--- src/rtl/cordic_pkg.sv ---
// rtl/cordic_pkg.sv - arctangent table, angle/gain constants and FSM states for the vectoring CORDIC
package cordic_pkg;

   localparam logic signed [31:0] ANG_90   = 32'sh005A_0000;
   localparam logic        [15:0] GAIN_INV = 16'h9B75;

   // atan(2^-i) in Q16.16 degrees, rounded to nearest
   localparam logic signed [31:0] ATAN [32] = '{
      32'sh002D0000, 32'sh001A90A7, 32'sh000E0947, 32'sh00072001,
      32'sh0003938B, 32'sh0001CA38, 32'sh0000E52A, 32'sh00007297,
      32'sh0000394C, 32'sh00001CA6, 32'sh00000E53, 32'sh00000729,
      32'sh00000395, 32'sh000001CA, 32'sh000000E5, 32'sh00000073,
      32'sh00000039, 32'sh0000001D, 32'sh0000000E, 32'sh00000007,
      32'sh00000004, 32'sh00000002, 32'sh00000001, 32'sh00000000,
      32'sh00000000, 32'sh00000000, 32'sh00000000, 32'sh00000000,
      32'sh00000000, 32'sh00000000, 32'sh00000000, 32'sh00000000
   };

   typedef enum logic [2:0] {
      ST_IDLE,
      ST_PRE,
      ST_ITER,
      ST_COMP,
      ST_DONE
   } vec_state_t;

endpackage

--- src/rtl/cordic_vec_step.sv ---
// rtl/cordic_vec_step.sv - one combinational vectoring micro-rotation steering y toward zero
module cordic_vec_step #(
   parameter int W  = 34,
   parameter int SW = 5
) (
   input  logic signed [W-1:0]  i_x,
   input  logic signed [W-1:0]  i_y,
   input  logic signed [31:0]   i_z,
   input  logic        [SW-1:0] i_shift,
   input  logic signed [31:0]   i_atan,
   output logic signed [W-1:0]  o_x,
   output logic signed [W-1:0]  o_y,
   output logic signed [31:0]   o_z
);

   logic signed [W-1:0] w_x_sh;
   logic signed [W-1:0] w_y_sh;

   assign w_x_sh = i_x >>> i_shift;
   assign w_y_sh = i_y >>> i_shift;

   always_comb begin
      if (!i_y[W-1]) begin
         o_x = i_x + w_y_sh;
         o_y = i_y - w_x_sh;
         o_z = i_z + i_atan;
      end else begin
         o_x = i_x - w_y_sh;
         o_y = i_y + w_x_sh;
         o_z = i_z - i_atan;
      end
   end

endmodule

--- src/rtl/cordic_vectoring_iter.sv ---
// rtl/cordic_vectoring_iter.sv - iterative vectoring CORDIC (magnitude + atan2) with valid/ready handshakes
// Optional gain correction stage enabled by defining CORDIC_VEC_GAIN_COMP_EN.
module cordic_vectoring_iter
   import cordic_pkg::*;
#(
   parameter int WIDTH = 32,
   parameter int ITER  = 16
) (
   input  logic                    clk,
   input  logic                    rst_n,
   input  logic                    in_valid,
   output logic                    in_ready,
   input  logic signed [WIDTH-1:0] x_in,
   input  logic signed [WIDTH-1:0] y_in,
   output logic                    out_valid,
   input  logic                    out_ready,
   output logic        [WIDTH+1:0] mag_out,
   output logic signed [31:0]      angle_out
);

   localparam int XW = WIDTH + 2;
   localparam int CW = $clog2(WIDTH);

   vec_state_t            r_state;
   vec_state_t            w_state_next;
   logic signed [XW-1:0]  r_x;
   logic signed [XW-1:0]  r_y;
   logic signed [31:0]    r_z;
   logic        [CW-1:0]  r_cnt;
   logic                  r_zero;
   logic        [XW-1:0]  r_mag;
   logic signed [31:0]    r_angle;

   logic signed [XW-1:0]  w_x_step;
   logic signed [XW-1:0]  w_y_step;
   logic signed [31:0]    w_z_step;
   logic                  w_last;

   assign w_last = (r_cnt == CW'(ITER - 1));

   cordic_vec_step #(
      .W  (XW),
      .SW (CW)
   ) u_step (
      .i_x     (r_x),
      .i_y     (r_y),
      .i_z     (r_z),
      .i_shift (r_cnt),
      .i_atan  (ATAN[r_cnt]),
      .o_x     (w_x_step),
      .o_y     (w_y_step),
      .o_z     (w_z_step)
   );

`ifdef CORDIC_VEC_GAIN_COMP_EN
   logic [XW+15:0] w_mag_prod;
   assign w_mag_prod = (XW+16)'($unsigned(r_x)) * (XW+16)'(GAIN_INV);
`endif

   always_ff @(posedge clk) begin
      if (!rst_n) r_state <= ST_IDLE;
      else        r_state <= w_state_next;
   end

   always_comb begin
      w_state_next = r_state;
      in_ready     = 1'b0;
      out_valid    = 1'b0;
      case (r_state)
         ST_IDLE: begin
            in_ready = 1'b1;
            if (in_valid) w_state_next = ST_PRE;
         end
         ST_PRE:  w_state_next = ST_ITER;
         ST_ITER: begin
`ifdef CORDIC_VEC_GAIN_COMP_EN
            if (w_last) w_state_next = ST_COMP;
`else
            if (w_last) w_state_next = ST_DONE;
`endif
         end
`ifdef CORDIC_VEC_GAIN_COMP_EN
         ST_COMP: w_state_next = ST_DONE;
`endif
         ST_DONE: begin
            out_valid = 1'b1;
            if (out_ready) w_state_next = ST_IDLE;
         end
         default: w_state_next = ST_IDLE;
      endcase
   end

   always_ff @(posedge clk) begin
      if (!rst_n) begin
         r_x     <= '0;
         r_y     <= '0;
         r_z     <= '0;
         r_cnt   <= '0;
         r_zero  <= 1'b0;
         r_mag   <= '0;
         r_angle <= '0;
      end else begin
         case (r_state)
            ST_IDLE: begin
               if (in_valid) begin
                  r_x <= {{2{x_in[WIDTH-1]}}, x_in};
                  r_y <= {{2{y_in[WIDTH-1]}}, y_in};
                  r_z <= '0;
               end
            end
            ST_PRE: begin
               // Fold the left half-plane by +/-90 deg; y==0 with x<0 takes the +90 path so it lands on +180.
               r_zero <= (r_x == '0) && (r_y == '0);
               r_cnt  <= '0;
               if (r_x[XW-1] && !r_y[XW-1]) begin
                  r_x <= r_y;
                  r_y <= -r_x;
                  r_z <= ANG_90;
               end else if (r_x[XW-1]) begin
                  r_x <= -r_y;
                  r_y <= r_x;
                  r_z <= -ANG_90;
               end
            end
            ST_ITER: begin
               r_x   <= w_x_step;
               r_y   <= w_y_step;
               r_z   <= w_z_step;
               r_cnt <= r_cnt + CW'(1);
`ifndef CORDIC_VEC_GAIN_COMP_EN
               if (w_last) begin
                  r_mag   <= r_zero ? '0 : $unsigned(w_x_step);
                  r_angle <= r_zero ? '0 : w_z_step;
               end
`endif
            end
`ifdef CORDIC_VEC_GAIN_COMP_EN
            ST_COMP: begin
               r_mag   <= r_zero ? '0 : XW'(w_mag_prod >> 16);
               r_angle <= r_zero ? '0 : r_z;
            end
`endif
            default: begin
            end
         endcase
      end
   end

   assign mag_out   = r_mag;
   assign angle_out = r_angle;

endmodule

--- config.mk ---
export PLATFORM = sky130hd
export DESIGN_NAME = cordic_vectoring_iter
export DESIGN_NICKNAME = d
export VERILOG_FILES = /design/src/rtl/cordic_pkg.sv /design/src/rtl/cordic_vec_step.sv /design/src/rtl/cordic_vectoring_iter.sv
export SDC_FILE = /design/constraint.sdc
export NUM_CORES = 1
export LEC_CHECK = 0
export ABC_AREA = 1
export ABC_CLOCK_PERIOD_IN_PS = 11300
export CAP_MARGIN = 40
export CORE_MARGIN = 2
export CORE_UTILIZATION = 50
export CTS_BUF_LIST = sky130_fd_sc_hd__clkbuf_8
export DETAILED_ROUTE_END_ITERATION = 6
export PLACE_DENSITY = 0.7
export SLEW_MARGIN = 20
export SYNTH_ARGS = -nofsm -noshare
export SYNTH_HDL_FRONTEND = slang
export SYNTH_SLANG_ARGS = --single-unit
--- constraint.sdc ---
create_clock -name clk -period 11.3 [get_ports clk]
set_clock_uncertainty 0.15 [all_clocks]
set_input_delay 2.26 -clock clk [delete_from_list [all_inputs] [get_ports clk]]
set_output_delay 2.26 -clock clk [all_outputs]
set_load 0.01 [all_outputs]
==> results.cfg <==
[cells_and_area]
drive_gt1_share_pct = 6.67
area_growth_pct = 9.61
finalNetCount = 3827
diodes = 0
fillers = 4239

[worst_setup_path]
crit_path_frequent_cell = nand2_1
slowest_delay_ns = 0.57
r2r_slack_ns = 5.11
required_ns = 11.59
crit_family = simple AND/OR/NAND/NOR gates
timing.rr.end = r_y[25]
critical_path_buf_inv_count = 6
critPathMaxFanout = 66
endpoint_kind = flop
path_class = flop to flop
r2r_start = r_cnt[1]
cp.arrival_ns = 6.48
cpMaxStageDelayCell = buf_4
start_kind = flop
reg2regPathDepth = 30

[grt]
grt_max_degree = 76
overflow = 0
antenna_found_initial = 0
grt_use_total_pct = 42.0
grt_pass1_wl_mm = 141
grt_pass1_vias = 24000

[logic_synthesis]
synth_compound_area_share_pct = 20.3
syn_inst = 3623
synth_cell_types = 61
synth-simple-area-share_pct = 41.4
yosysSeqAreaShare_pct = 16.8
ys_warn_count = 0
synthAdderAreaFrac_pct = 6.93
synth_xor_area_share_pct = 4.49
synthesis.nets = 3805
ys_seq_elements = 175
synthFlopType = dfxtp_1
syn_area_mm2 = 0.0209
async_flop_share_pct = 0
muxShareOfSynthArea_pct = 0.0479
postSynthAreaPerCell_um2 = 5.77
synth_edf_count = 0
synth_top_family_by_area = simple AND/OR/NAND/NOR gates

[timing]
tightest_slew_ns = 0.873
maxSlewViolCount = 0
min_period_ns = 6.19
tns_ns = 0
max_slew_margin_pct = 41.8
timing.fmax_mhz = 162
setup-violations-final = 0
rsz0062_at_grt = no
finalCritPeriodShare_pct = 54.8
hold_violations = 0

[routing]
drt_pre_antenna_iters = 6
routed_wl_mm = 93.2
via_per_inst = 6.21
via_count = 26000
first_iter_violations = 3641
post_drt_wl_per_cell_um = 22.3
antenna_left = 0
drcViolationCount = 0

[hold_path]
hp-start = mag_out[12]
min_path_type = flop to flop
hold_path_end = mag_out[12]
holdPathStages = 2

[clocking]
numCtsBuffers = 17
cts_buffer_depth = 2
postCtsHoldBufs = 0
cts_setup_buffers = 0
clk-insertion-delay-late_ns = 0.55
h-tree-depth = 4
ctsResizeCount = 0
cts.clk_slew.worst_paths_ns = 0.10
cts_tree = built
cts.sinks = 175
cts-root-buf = clkbuf_8

[placement]
dpl.hpwl_mm = 72.4
io_buffers = 135
gp_congestion = 1.08

[power_and_ir_drop]
peakVddDrop_mv = 0.271
cellLeakagePower_uw = 0.0106
power.density_mw_per_mm2 = 355
finalPower_uw = 8130

[die]
num_io_pins = 136
rows = 74
dieArea_mm2 = 0.0434
start_util_pct = 50.9
die_h_um = 208
die_x_um = 208
core_region_area_mm2 = 0.0410

[outcome]
status = finished, final reports clean

[run]
drv_cap = 0
-- registers in the layout (all words and copies together), names as in the netlist --
name       count
r_zero         1
r_cnt          5
mag_out       34
r_y           34
angle_out     32
r_z           32
r_x           34
r_state        3
-- routing by layer --
| metal | GRT usage, % | up-vias | wire length (µm) |
|---|---|---|---|
| li1 | - | 12200 | - |
| met1 | 56.8 | 12000 | 39100 |
| met2 | 60.1 | 1562 | 37100 |
| met3 | 12.8 | 280 | 11800 |
| met4 | 20.9 | 0 | 5240 |
| met5 | 0 | - | 0 |
-- through the flow --
step / setup slack, ns / hold slack (ns) / util [%] / area [µm²] / cells
global placement: 5.50 / 0.299 / 54.6 / 22400 / 4155
detailed placement: 5.48 / 0.308 / 54.8 / 22500 / 4158
CTS: 5.45 / 0.323 / 55.8 / 22900 / 4188
floorplan: 6.92 / 0.291 / - / 20900 / 3623
global route: 4.81 / 0.343 / 55.8 / 22900 / 4188
finish: 5.11 / 0.319 / 55.8 / 22900 / 4188
-- cell families after synthesis --
logic type | Yosys count
adders and majority gates | 114
AOI/OAI and AO/OA | 762
DFF | 175
xor gates and xnor gates | 107
buffers and inverters | 511
and+or+nand+nor | 1953
muxes | 1
-- worst register-to-register path, delay by kind of cell (launching register included) --
kind            cells  cell delay (ns)
compound gates      7             1.09
fa+ha+maj           2             0.59
flops               1             0.32
buf+inv             6             1.30
simple gates       14             2.11
xor+xnor            1             0.52
-- placed cells by master, fill, tap and decap left out, types with 39 or more instances in the layout --
cell type,netlist,routed
buf_4,11,39
a21oi_1,372,372
nor3_1,41,41
a31oi_1,48,48
clkdlybuf4s50_1,0,135
inv_1,306,308
ha_1,111,111
o21ai_0,198,198
nand2_1,1002,1002
nor2_1,257,254
nand3_1,477,477
dfxtp_1,175,170
xor2_1,79,79
or2_2,39,39
-- layout make-up --
| class | count | area (µm²) | share of cell area (%) |
|---|---|---|---|
| Inverter | 337 | 1270 | 5.57 |
| Timing Repair Buffer | 177 | 1710 | 7.47 |
| Clock buffer | 20 | 275 | 1.20 |
| Clock inverter | 10 | 160 | 0.699 |
| Multi-Input combinational cell | 2937 | 15300 | 66.8 |
| Tap cell | 532 | 666 | 2.91 |
| Sequential cell | 175 | 3510 | 15.3 |
-- worst max path at each step --
| stage | to | cells past startpoint | from |
|---|---|---|---|
| CTS | r_y[25] | 30 | r_cnt[1] |
| floorplan | r_z[25] | 30 | r_cnt[1] |
| global placement | r_y[25] | 29 | r_cnt[3] |
| finish | r_y[25] | 30 | r_cnt[1] |
| global route | r_y[25] | 28 | r_cnt[1] |
| detailed placement | r_y[25] | 27 | r_cnt[3] |
-- cell usage after synthesis (all sizes together), types with 28 or more instances --
| master | n | area share (%) |
|---|---|---|
| ha | 111 | 6.6 |
| nor3 | 49 | 1.4 |
| clkbuf | 95 | 1.7 |
| xor2 | 79 | 3.3 |
| dfxtp | 175 | 17 |
| nand3 | 493 | 12 |
| nor2 | 285 | 5.7 |
| a31oi | 48 | 1.4 |
| buf | 79 | 2.3 |
| nand2 | 1027 | 19 |
| nand4 | 32 | 0.99 |
| a21oi | 385 | 9.5 |
| o21ai | 224 | 5.5 |
| xnor2 | 28 | 1.2 |
| inv | 333 | 6.0 |
| or2 | 42 | 1.3 |
-- power by group --
part / switching, µW / internal [µW]
clock: 265 / 256
sequential: 417 / 744
combinational: 4470 / 1980
total: 5150 / 2980
(Power assumes the default switching activity.)
